--- src/rtl/fetch_unit.sv ---
// Instruction fetch front end: issues one word-aligned request at a time to
// instruction memory and queues returned words with their PCs for decode.
module fetch_unit #(
    parameter int DEPTH = 2
) (
    input  logic        clk,
    input  logic        rst,
    input  logic [31:0] pc,
    input  logic        flush,
    output logic        pc_advance,
    output logic        imem_req,
    output logic [31:0] imem_addr,
    input  logic        imem_gnt,
    input  logic        imem_rvalid,
    input  logic [31:0] imem_rdata,
    output logic        instr_valid,
    input  logic        instr_ready,
    output logic [31:0] instr,
    output logic [31:0] instr_pc
);

    localparam int PTR_W = $clog2(DEPTH);
    localparam int CNT_W = PTR_W + 1;
    localparam logic [CNT_W-1:0] FULL = CNT_W'(DEPTH);

    typedef enum logic [1:0] {
        IDLE,
        WAIT,
        DISCARD
    } state_t;

    state_t             state;
    logic [CNT_W-1:0]   count;
    logic [PTR_W-1:0]   wr_ptr;
    logic [PTR_W-1:0]   rd_ptr;
    logic [31:0]        req_pc;
    logic [31:0]        buf_instr [DEPTH];
    logic [31:0]        buf_pc    [DEPTH];

    logic push;
    logic pop;
    logic pc_lsb_unused;

    // The byte offset of the PC never reaches memory; fetches are whole words.
    assign pc_lsb_unused = ^pc[1:0];
    assign imem_addr     = {pc[31:2], 2'b00};

    // Gating with rst keeps the request low while reset is held, yet lets the
    // first request rise in the very cycle reset is released.
    assign imem_req    = rst && (state == IDLE) && (count < FULL) && !flush;
    assign pc_advance  = imem_req && imem_gnt;

    assign instr_valid = (count != '0) && !flush;
    assign instr       = buf_instr[rd_ptr];
    assign instr_pc    = buf_pc[rd_ptr];

    assign push = (state == WAIT) && imem_rvalid && !flush;
    assign pop  = instr_valid && instr_ready;

    // NOTE: sequential state uses non-blocking assignments only, so every
    // register samples the pre-edge values regardless of statement order.
    always_ff @(posedge clk or negedge rst) begin
        if (!rst) begin
            state  <= IDLE;
            req_pc <= '0;
        end else begin
            case (state)
                IDLE: begin
                    if (pc_advance) begin
                        state  <= WAIT;
                        req_pc <= imem_addr;
                    end
                end
                WAIT: begin
                    if (flush) begin
                        state <= imem_rvalid ? IDLE : DISCARD;
                    end else if (imem_rvalid) begin
                        state <= IDLE;
                    end
                end
                DISCARD: begin
                    // The response retires the stale request even if another
                    // flush lands on it; waiting longer would never end.
                    if (imem_rvalid) begin
                        state <= IDLE;
                    end
                end
                default: state <= IDLE;
            endcase
        end
    end

    always_ff @(posedge clk or negedge rst) begin
        if (!rst) begin
            count  <= '0;
            wr_ptr <= '0;
            rd_ptr <= '0;
        end else if (flush) begin
            count  <= '0;
            wr_ptr <= '0;
            rd_ptr <= '0;
        end else begin
            if (push && !pop) begin
                count <= count + 1'b1;
            end else if (pop && !push) begin
                count <= count - 1'b1;
            end
            if (push) begin
                wr_ptr <= wr_ptr + 1'b1;
            end
            if (pop) begin
                rd_ptr <= rd_ptr + 1'b1;
            end
        end
    end

    // NOTE: the buffer storage is reset on purpose so instr and instr_pc read
    // as zero while reset is held; a plain RAM here would expose garbage.
    always_ff @(posedge clk or negedge rst) begin
        if (!rst) begin
            for (int i = 0; i < DEPTH; i++) begin
                buf_instr[i] <= '0;
                buf_pc[i]    <= '0;
            end
        end else if (push) begin
            buf_instr[wr_ptr] <= imem_rdata;
            buf_pc[wr_ptr]    <= req_pc;
        end
    end

endmodule
--- config.mk ---
export PLATFORM = sky130hd
export DESIGN_NAME = fetch_unit
export DESIGN_NICKNAME = d
export VERILOG_FILES = /design/src/rtl/fetch_unit.sv
export SDC_FILE = /design/constraint.sdc
export NUM_CORES = 1
export LEC_CHECK = 0
export ABC_AREA = 1
export ABC_CLOCK_PERIOD_IN_PS = 2300
export BUFFER_PORTS_ARGS = -buffer_cell sky130_fd_sc_hd__buf_2
export CORE_MARGIN = 2
export CORE_UTILIZATION = 35
export DETAILED_ROUTE_END_ITERATION = 7
export PLACE_DENSITY = 0.64
export SLEW_MARGIN = 0
export SYNTH_ARGS = -nofsm -noshare
export SYNTH_HDL_FRONTEND = slang
export SYNTH_SLANG_ARGS = --single-unit
export TNS_END_PERCENT = 1
--- constraint.sdc ---
create_clock -name clk -period 2.3 [get_ports clk]
set_clock_uncertainty 0.15 [all_clocks]
set_input_delay 0 -clock clk [delete_from_list [all_inputs] [get_ports clk]]
set_output_delay 0 -clock clk [all_outputs]
set_load 0.02 [all_outputs]
# Word-level counts from Yosys, hierarchy flattened
# Cells that the tools add are included.
# Widths: inputs -> output; s select.
dict set report classes {
  addsub 4
  magnitude_cmp 4
  n_eq_ne 3
  muxes 22
  bitwise_logic 2
  reduce_logical 20
}
# op n
set op_table {}
lappend op_table {{$mux 32} 7}
lappend op_table {{$bwmux 64} 2}
lappend op_table {{$demux 32 s1} 1}
lappend op_table {{$mux 2} 7}
lappend op_table {{$logic_and 1x1->1} 11}
lappend op_table {{$pmux 2 s3} 1}
lappend op_table {{$reduce_bool 2->1} 3}
lappend op_table {{$ge 2x2->1 const B} 2}
lappend op_table {{$mux 1} 4}
lappend op_table {{$not 1->2} 2}
lappend op_table {{$logic_not 1->1} 3}
lappend op_table {{$reduce_bool 3->1} 1}
lappend op_table {{$add 1x1->1 const B} 2}
lappend op_table {{$add 2x1->2 const B} 1}
lappend op_table {{$eq 2x1->1 const B} 1}
lappend op_table {{$eq 2x2->1 const B} 1}
lappend op_table {{$logic_not 2->1} 1}
lappend op_table {{$lt 2x1->1 const B} 1}
lappend op_table {{$lt 2x2->1 const B} 1}
lappend op_table {{$ne 2x2->1 const B} 1}
lappend op_table {{$reduce_and 2->1} 1}
lappend op_table {{$sub 2x1->2 const B} 1}
dict set report word_totals {
  regBits 164
  inputBits 70
  out_inout_bits 99
  elab_cells 64
}

# Depth between registers and ports, before layout
dict set report logic_depth {
  depth_word 8
  mapped_depth 11
  mapped_depth_nobuf 9
}

# Worst setup path after synthesis
# No wires, ideal clock.
dict set report synth_timing {
  path_type {flip-flop to flip-flop}
  from {register state[1]}
  to {register buf_pc[47] in the netlist's numbering}
  setup_ps 117
  arrival_ps 1137
  required_ps 2033
  setup_slack_ps 896
  stages_incl_launch_ff 8
  n_path_buf 1
  period_less_slack_ps 1404
  path_cell_list {dfrtp_1 > inv_1 > nand3_2 > nor2_4 > nand2_2 > buf_2 > nand2_1 > nand2_1}
}
dict set report synth_via {
  elab_chain_cells 3
}
# element line_no
set synth_lines {}
lappend synth_lines {{from (decl)} 32} ;# state_t state;
lappend synth_lines {{from (signal assigned)} 76} ;# state <= imem_rvalid ? IDLE : DISCARD;
lappend synth_lines {{$eq 2x1->1} 57} ;# assign push = (state == WAIT) && imem_rvalid && !flush;
lappend synth_lines {{$logic_and 1x1->1 (2 in series)} 57}
lappend synth_lines {{to (signal, indexed assignment)} 127} ;# buf_pc[wr_ptr] <= req_pc;
lappend synth_lines {{to (decl)} 38} ;# logic [31:0] buf_pc [DEPTH];
# Every way passes these cells.
# A chain may end at the register's enable or synchronous reset.

# Worst setup path after layout
dict set report layout_timing {
  from {register state[0]}
  to {output pc_advance}
}
dict set report layout_via {
  elab_chain_cells 5
}
# element line_no
set layout_lines {}
lappend layout_lines {{$logic_not 2->1} 50} ;# assign imem_req = rst && (state == IDLE) && (count < FULL) && !flush;
lappend layout_lines {{$logic_and 1x1->1 (3 in series)} 50}
lappend layout_lines {{$logic_and 1x1->1} 51} ;# assign pc_advance = imem_req && imem_gnt;
lappend layout_lines {{to (decl)} 10} ;# output logic pc_advance,
# Every way passes these cells.

==> impl_metrics.csv <==
group,metric,value,unit
global_route,grt_pass1_vias,5795,
global_route,grt_usage,16.5,%
clocking,cts_inserted_buffers,17,
sta,post-route-min-period,2.04,ns
sta,finalCritPeriodShare,88.6,%
die,io_pins,169,
power_and_ir_drop,p_seq_share,40.1,%
detailed_routing,drtIter0Drc,251,
placed_design,place_area,0.00805,sq mm
min_path,hold_path.class,"in2async",
clocking,cts.sinks,160,
die,dieArea,0.0220,sq mm
clocking,htree_levels,4,
finish,nFillCells,1976,
placed_design,dp.final_hpwl,10300,um
global_route,grt_max_degree,161,
sta,setup_tns,0,ns
power_and_ir_drop,swShare,36.2,%
clocking,cts_tree,"yes",
logic_synthesis,synth_seq_area_share,54.9,%
global_route,overflow,0,
setup_path,r2r_slack,0.57,ns
detailed_routing,detail_route.wl_per_cell,13.3,um
setup_path,endpoint_kind,"primary output",
power_and_ir_drop,power_frac_clock,28.8,%
clocking,clock-root-buffer,"clkbuf_16",
sta,setup_violations,0,
status,outcome,"completed",
power_and_ir_drop,p_int,6480,uW
power_and_ir_drop,switching_power,3670,uW
setup_path,startpoint_type,"flop",
clocking,clockBufferDepth,2,
die,die-width,148,um
finish,diodes,0,
logic_synthesis,ys_seq_elements,160,
sta,rsz0062_at_grt,"no",
logic_synthesis,syn_inst,880,
clocking,cts_resized,0,
logic_synthesis,synth.area.mux_share,0,%
sta,fmaxAchievable,0.491,GHz
finish,instances_no_fill,1344,
die,core_area,0.0204,sq mm
die,dieHeight,148,um
sta,hold_viol_final,0,
clocking,clock_latency,0.43,ns
die,start_util,35.8,%
detailed_routing,drcViolationCount,0,
finish,seq_area,0.00401,sq mm
power_and_ir_drop,leakagePower,0.00498,uW
logic_synthesis,synth_compound_area_share,9.32,%
logic_synthesis,yosys_warnings,0,
job,cap_violations,0,
logic_synthesis,netlist_area,0.00730,sq mm
global_route,antenna_found_initial,0,
power_and_ir_drop,combinationalPowerShare,31.1,%
finish,fin_area,0.00937,sq mm
detailed_routing,routed_wl,17900,um
global_route,grt_first_pass_wirelength,29100,um
power_and_ir_drop,power,10200,uW
logic_synthesis,synthSimpleGateAreaFrac,24.5,%
power_and_ir_drop,cellPowerDensity,1080,mW/mm^2
detailed_routing,vias_per_cell,4.56,
sta,worst_slew_pin_slew,0.934,ns
detailed_routing,ant_nets,0,
placed_design,placedCellCount,1243,
finish,multi_input_area,0.00248,sq mm
finish,fin_nets,1131,
die,num_rows,52,
clocking,clk_pin_slew,0.07,ns
finish,area_delta_synth_final,28.3,%
setup_path,worstSetupPathType,"reg2out",
detailed_routing,first_pass_iters,6,
logic_synthesis,syn_area_per_cell,8.29,sq um
setup_path,worstPathArrival,1.89,ns
finish,post-route-util,46.0,%
logic_synthesis,ys_types,23,
finish,drive_gt1_share,22.4,%
logic_synthesis,synth_top_family_by_area,"simple AND/OR/NAND/NOR gates",
setup_path,path_max_fanout,31,
placed_design,portBuffers,162,
sta,maxSlewViolCount,0,
logic_synthesis,synth_xor_area_share,0,%
logic_synthesis,synthAdderAreaFrac,0,%
power_and_ir_drop,ir_worst_vdd,0.452,mV
placed_design,routabilityCongestion,0.726,
setup_path,required,2.15,ns
detailed_routing,via_count,6123,
sta,max_slew_margin,37.7,%
## power by group through the flow
stage	Combinational (uW)	Clock, uW	Sequential, uW
2_1_floorplan	2160	0	3980
5_1_grt	3550	3120	4170
6_report	3160	2920	4070
4_1_cts	3160	3010	4090
3_3_place_gp	3020	0	4110
3_5_place_dp	3050	0	4130
## cells in the final DEF (no fill, tap or decap)
cell type	synthesis	final
buf_4	38	11
o21ai_2	10	10
clkbuf_16	0	17
nand3b_1	1	1
clkinv_4	0	3
dfrtp_1	160	159
o21ai_0	10	10
nand2_1	279	279
clkbuf_8	0	1
bufinv_16	0	3
buf_12	0	3
nand3_1	67	67
nand2_2	12	12
conb_1	1	4
inv_6	0	2
buf_2	24	161
a21oi_1	63	63
clkbuf_1	15	1
buf_16	0	1
nand4_1	1	1
dlygate4sd3_1	0	68
buf_6	8	1
o21ai_1	44	44
clkinvlp_4	0	1
nor2_1	68	68
inv_2	5	5
clkinv_2	0	4
nand3_2	2	2
inv_1	66	66
o21bai_1	1	1
nor2_4	3	3
nor3_1	1	1
dfrtp_4	0	1
## critical path, stage by stage (launching register included)
cell and delay (ns):
dfrtp_1 0.41, nor2_1 0.15, nand2_1 0.08, inv_2 0.07, nand2_2 0.06, inv_2 0.42, buf_2 0.27
## synth_stat cells, drive strengths merged
cell    instances  area [sq um]
dfrtp         160          4000
inv            71           267
nor2           71           289
buf            70           495
o21bai          1          7.51
nor3            1          5.00
nand2         291          1120
a21oi          63           315
conb            1          3.75
nand3b          1          7.51
clkbuf         16          63.8
nand3          69           355
o21ai          64           358
nand4           1          6.26
## flip-flops by register name (all words and copies together) (netlist names)
register and flops:
rd_ptr 1, state 2, req_pc 30, wr_ptr 1
buf_instr 64, count 2, buf_pc 60
## cells by family (layout without fill, tap and decap cells)
group,count (synthesis),after routing
compound gates,128,128
buf+inv,157,348
flops,160,160
other cells,1,4
simple gates,434,434
## area by class of cell
cell class                      instances  area share, %
Clock buffer                           19           4.73
Clock inverter                         13           1.72
Inverter                               71           2.85
Multi-Input combinational cell        566           26.5
Sequential cell                       160           42.8
Tap cell                              270           3.61
Timing Repair Buffer                  245           17.8
## metrics by stage
stage               hold slack (ns)  setup slack, ns
global route                  0.149            0.104
detailed placement           0.0594            0.579
floorplan                    -0.446            0.896
CTS                           0.143            0.142
finish                        0.121            0.262
global placement             0.0574            0.602
## layer usage
metal | vias to the layer above | GRT usage, % | wire length [um]
met5 | - | 0 | 0
met4 | 0 | 4.95 | 152
met3 | 10 | 3.59 | 736
met2 | 138 | 26.7 | 8470
met1 | 2889 | 22.5 | 8580
li1 | 3086 | - | -
## worst paths after layout
check / cells past startpoint / startpoint / end
max in group asynchronous: 3 / rst / buf_instr[42]
min in group clk: 4 / pc[18] / req_pc[18]
max reg2reg: 6 / state[1] / buf_instr[55]
min reg2reg: 2 / buf_instr[60] / buf_instr[60]
max: 6 / state[0] / pc_advance
min: 3 / rst / buf_instr[37]
## timing repair
item / in CTS / in global routing
hold buffers: 68 / 0
endpoints found under the setup margin: 0 / 1
buffers inserted: 0 / 1
hold endpoints to repair: 261 / 0
Note: power is estimated with default switching activity, not from simulation.
